===== src/rtl/noc_route_split.sv =====
// Routes the merged flit stream via a DEPTH-entry FIFO to one of two ports selected by
// flit[DEST_BIT]. One cycle from accept to valid; a stalled head blocks all ports; in_ready drops only when the FIFO is full.
module noc_route_split #(
   parameter int W        = 9,
   parameter int DEST_BIT = 8,
   parameter int DEPTH    = 4,
   parameter int CNT_W    = 16
) (
   input  logic             clk,
   input  logic             rst_n,
   input  logic [W-1:0]     in_data,
   input  logic             in_valid,
   output logic             in_ready,
   output logic [W-1:0]     out0_data,
   output logic             out0_valid,
   input  logic             out0_ready,
   output logic [W-1:0]     out1_data,
   output logic             out1_valid,
   input  logic             out1_ready,
   output logic [CNT_W-1:0] cnt0,
   output logic [CNT_W-1:0] cnt1,
   output logic             empty
);

   localparam int AW = $clog2(DEPTH);
   localparam logic [AW:0] FULL_OCC = (AW+1)'(DEPTH);

   logic [W-1:0]     mem_q [DEPTH];
   logic [W-1:0]     mem_d [DEPTH];
   logic [AW-1:0]    wr_ptr_q, wr_ptr_d;
   logic [AW-1:0]    rd_ptr_q, rd_ptr_d;
   logic [AW:0]      occ_q, occ_d;
   logic [CNT_W-1:0] cnt0_q, cnt0_d;
   logic [CNT_W-1:0] cnt1_q, cnt1_d;

   logic         not_empty;
   logic         full;
   logic         push;
   logic         pop;
   logic         sel;
   logic [W-1:0] head;

   assign not_empty = (occ_q != '0);
   assign full      = (occ_q == FULL_OCC);
   assign head      = mem_q[rd_ptr_q];
   assign sel       = head[DEST_BIT];

   // Ready depends only on stored occupancy, so downstream ready never reaches upstream.
   assign in_ready  = rst_n & ~full;
   assign push      = in_valid & in_ready;
   assign pop       = not_empty & (sel ? out1_ready : out0_ready);

   assign out0_valid = not_empty & ~sel;
   assign out1_valid = not_empty & sel;
   assign out0_data  = out0_valid ? head : '0;
   assign out1_data  = out1_valid ? head : '0;
   assign cnt0       = cnt0_q;
   assign cnt1       = cnt1_q;
   assign empty      = ~not_empty;

   always_comb begin
      for (int i = 0; i < DEPTH; i++) begin
         mem_d[i] = mem_q[i];
      end
      wr_ptr_d = wr_ptr_q;
      rd_ptr_d = rd_ptr_q;
      occ_d    = occ_q;
      cnt0_d   = cnt0_q;
      cnt1_d   = cnt1_q;

      if (push) begin
         mem_d[wr_ptr_q] = in_data;
         wr_ptr_d        = wr_ptr_q + AW'(1);
      end
      if (pop) begin
         rd_ptr_d = rd_ptr_q + AW'(1);
         if (sel) begin
            cnt1_d = cnt1_q + CNT_W'(1);
         end else begin
            cnt0_d = cnt0_q + CNT_W'(1);
         end
      end
      case ({push, pop})
         2'b10:   occ_d = occ_q + (AW+1)'(1);
         2'b01:   occ_d = occ_q - (AW+1)'(1);
         default: occ_d = occ_q;
      endcase
   end

   always_ff @(posedge clk or negedge rst_n) begin
      if (!rst_n) begin
         for (int i = 0; i < DEPTH; i++) begin
            mem_q[i] <= '0;
         end
         wr_ptr_q <= '0;
         rd_ptr_q <= '0;
         occ_q    <= '0;
         cnt0_q   <= '0;
         cnt1_q   <= '0;
      end else begin
         for (int i = 0; i < DEPTH; i++) begin
            mem_q[i] <= mem_d[i];
         end
         wr_ptr_q <= wr_ptr_d;
         rd_ptr_q <= rd_ptr_d;
         occ_q    <= occ_d;
         cnt0_q   <= cnt0_d;
         cnt1_q   <= cnt1_d;
      end
   end

endmodule


===== config.mk =====
export PLATFORM = sky130hd
export DESIGN_NAME = noc_route_split
export DESIGN_NICKNAME = d
export VERILOG_FILES = /design/src/rtl/noc_route_split.sv
export SDC_FILE = /design/constraint.sdc
export NUM_CORES = 1
export LEC_CHECK = 0
export ABC_AREA = 1
export BUFFER_PORTS_ARGS = -buffer_cell sky130_fd_sc_hd__buf_2
export CAP_MARGIN = 20
export CORE_MARGIN = 2
export CORE_UTILIZATION = 40
export CTS_CLUSTER_DIAMETER = 40
export DETAILED_ROUTE_END_ITERATION = 6
export SETUP_SLACK_MARGIN = 0.02
export SLEW_MARGIN = 10
export SYNTH_ARGS = -nofsm -noshare
export SYNTH_HDL_FRONTEND = slang
export SYNTH_SLANG_ARGS = --single-unit

===== constraint.sdc =====
create_clock -name clk -period 4.7 [get_ports clk]
set_input_delay 1.41 -clock clk [delete_from_list [all_inputs] [get_ports clk]]
set_output_delay 1.41 -clock clk [all_outputs]
set_load 0.005 [all_outputs]

==> impl_results.md <==
- DR WL/cell: 12.8 um
- Switch share: 0.417
- Share of layout cells above drive strength 1: 0.181
- Dominant cell type by area after synthesis: dfrtp_1
- Synth warn: 0
- Class of the worst hold path: register to register
- Clock-pin slew on the worst setup and hold paths: 0.08 ns
- Core area: 10200 um^2
- 1st-pass router iterations: 4
- CTS tree: yes
- Initial Util: 0.408
- First-pass GRT wire length: 16.4 mm
- H-tree Lvls: 3
- Combinational power share: 0.439
- Clock root cell: clkbuf_8
- Worst setup EP type: output port
- Die width: 106 um
- Seq/Total Area, Yosys: 0.452
- Die ar.: 11200 um^2
- Synth top area cells: dfrtp_1, nand2_1, nor2_1
- Final Hold Vio Count: 0
- Leak: 2.33 nW
- Int Power: 1.74 mW
- Post-CTS setup buffer count: 0
- CTS Hold Bufs: 0
- Number of cell rows: 37
- GR Util All Layers: 0.184
- # resized after CTS: 0
- Number of DRC markers in iteration 0: 136
- Mapped cell area: 4160 um^2
- Net switching power: 1.24 mW
- Setup violators final: 0
- Avg Inst Size Synth: 7.84 um^2
- DP HPWL: 6.52 mm
- Worst slew margin: 0.634
- Commonest cells after routing, fill and taps aside: nand2_1, dfrtp_1, nor2_1, buf_2, inv_1
- Nets: 616
- Worst Max-Slew Pin Slew: 0.548 ns
- Clock sink total: 75
- P per Cell Area: 624 nW/um^2
- TritonCTS Buffers: 9
- Setup TNS: 0 ns
- Placed Cells: 719
- Worst path arrival time: 2.10 ns
- # diodes: 0
- Register bit total from synthesis: 75
- Peak fanout along the critical path: 12
- Fmax: 285 MHz
- Post-route DRC violation count: 0
- Max Slew Vio Count: 0
- Remaining antenna violation count: 0
- Maxcap violations: 0
- Clock power share: 0.191
- Vias: 3592
- Distinct cells, synth: 27
- Max VDD drop: 0.254 mV
- Worst-skew pair later-pin latency: 0.37 ns
- Sequential Power Share: 0.370
- Synth Instances: 530
- Vias/cell: 4.89
- Initial antenna violation count: 0
- Final WL: 9.43 mm
- Die height: 106 um
- Synth-to-Final Area Change: 15.0%
- Crit start category: register
- Clock period minus worst slack: 3.51 ns
- I/O pin cnt: 68
- Outcome: completed
- Largest net degree at the start of global routing: 42
- Vias in the first global route: 3514
- Synth top area share: 0.452
- Commonest non-fill, non-tap cell in the layout: nand2_1
- Clock skew after layout: 0.0117 ns
- WP data required: 3.29 ns
- Kind of critical path: register to output port
- Syn_nets: 552
- Non-Filler Instances: 734
- Fin crit share: 0.748
- RSZ-0062 raised after global routing: false
- GP Congestion: 0.810
- Clock Path Buffers: 2
- PortBufs: 66
- GRT Residual Overflow: 0
sequential cells by signal, indices dropped and copies added, names as in the netlist:
signal,count
cnt0,16
cnt1,16
mem_q,36
occ_q,3
rd_ptr_q,2
wr_ptr_q,2
synth_stat cells:
cell and number:
a21oi_1 2, nand3_2 4, buf_4 3, buf_1 1, nor2_4 1, nand4_1 12, nand3_4 5, ha_1 7
xor2_1 11, fa_1 1, nand2_2 1, o22a_1 8, o21ai_1 31, conb_1 1, dfrtp_1 75, o21ai_0 35
buf_6 7, xnor2_1 6, inv_2 4, nand3_1 19, o21ai_2 8, nor2_1 65, buf_2 3, nand2_1 172
inv_1 45, clkbuf_1 2, a31oi_4 1
metrics by stage:
stage	setup slack, ns	power (mW)	hold WS (ns)	utilization	cell area [um^2]
floorplan	1.52	2.03	0.450	-	4160
global placement	1.20	2.41	0.461	0.447	4550
detailed placement	1.19	2.45	0.464	0.447	4550
CTS	1.14	3.03	0.483	0.469	4780
global route	0.981	3.27	0.507	0.469	4780
finish	1.19	2.98	0.484	0.469	4780
path summary, 6_finish.rpt:
check	from	to	slack, ns	depth (start not counted)
setup / recovery	rd_ptr_q[1]	out0_data[6]	1.19	6
hold / removal	mem_q[12]	mem_q[12]	0.48	2
setup reg to reg	rd_ptr_q[1]	occ_q[2]	1.71	10
hold reg to reg	mem_q[12]	mem_q[12]	0.48	2
max in group asynchronous	rst_n	occ_q[1]	2.68	3
min in group asynchronous	rst_n	cnt1[8]	1.10	2
cell type report:
class	instances	area (um^2)
Inverter	49	184
Clock buffer	11	151
Fill cell	1050	5410
Multi-Input combinational cell	390	1970
Tap cell	136	170
Timing Repair Buffer	69	355
Clock inverter	4	73.8
Sequential cell	75	1880
kinds of logic after synthesis:
group / after synthesis / synth area share
AND/OR/NAND/NOR: 279 / 0.290
AO/OA/AOI/OAI: 85 / 0.121
flip-flops: 75 / 0.452
buffers and inverters: 65 / 0.0750
XOR/XNOR: 17 / 0.0358
adder cells (fa/ha/maj): 8 / 0.0259
other: 1 / 0.000902
layer usage:
metal,routed length [um],GRT usage
met1,4270,0.227
met2,4570,0.317
met3,427,0.0392
met4,155,0.0695
met5,0,0
power groups by stage:
stage / Sequential, mW / Combinational [mW] / Clock, mW
5_1_grt: 1.14 / 1.52 / 0.618
6_report: 1.10 / 1.31 / 0.571
3_3_place_gp: 1.10 / 1.30 / 0
2_1_floorplan: 1.06 / 0.963 / 0
3_5_place_dp: 1.12 / 1.33 / 0
4_1_cts: 1.10 / 1.34 / 0.588
worst max-delay path, stage by stage, from the launching register on:
cell,delay [ns]
dfrtp_1,0.55
inv_1,0.33
nand3_2,0.17
nand2_2,0.12
nand2_1,0.26
nor2_1,0.18
buf_2,0.12
Power figures use the tool's default switching activity.
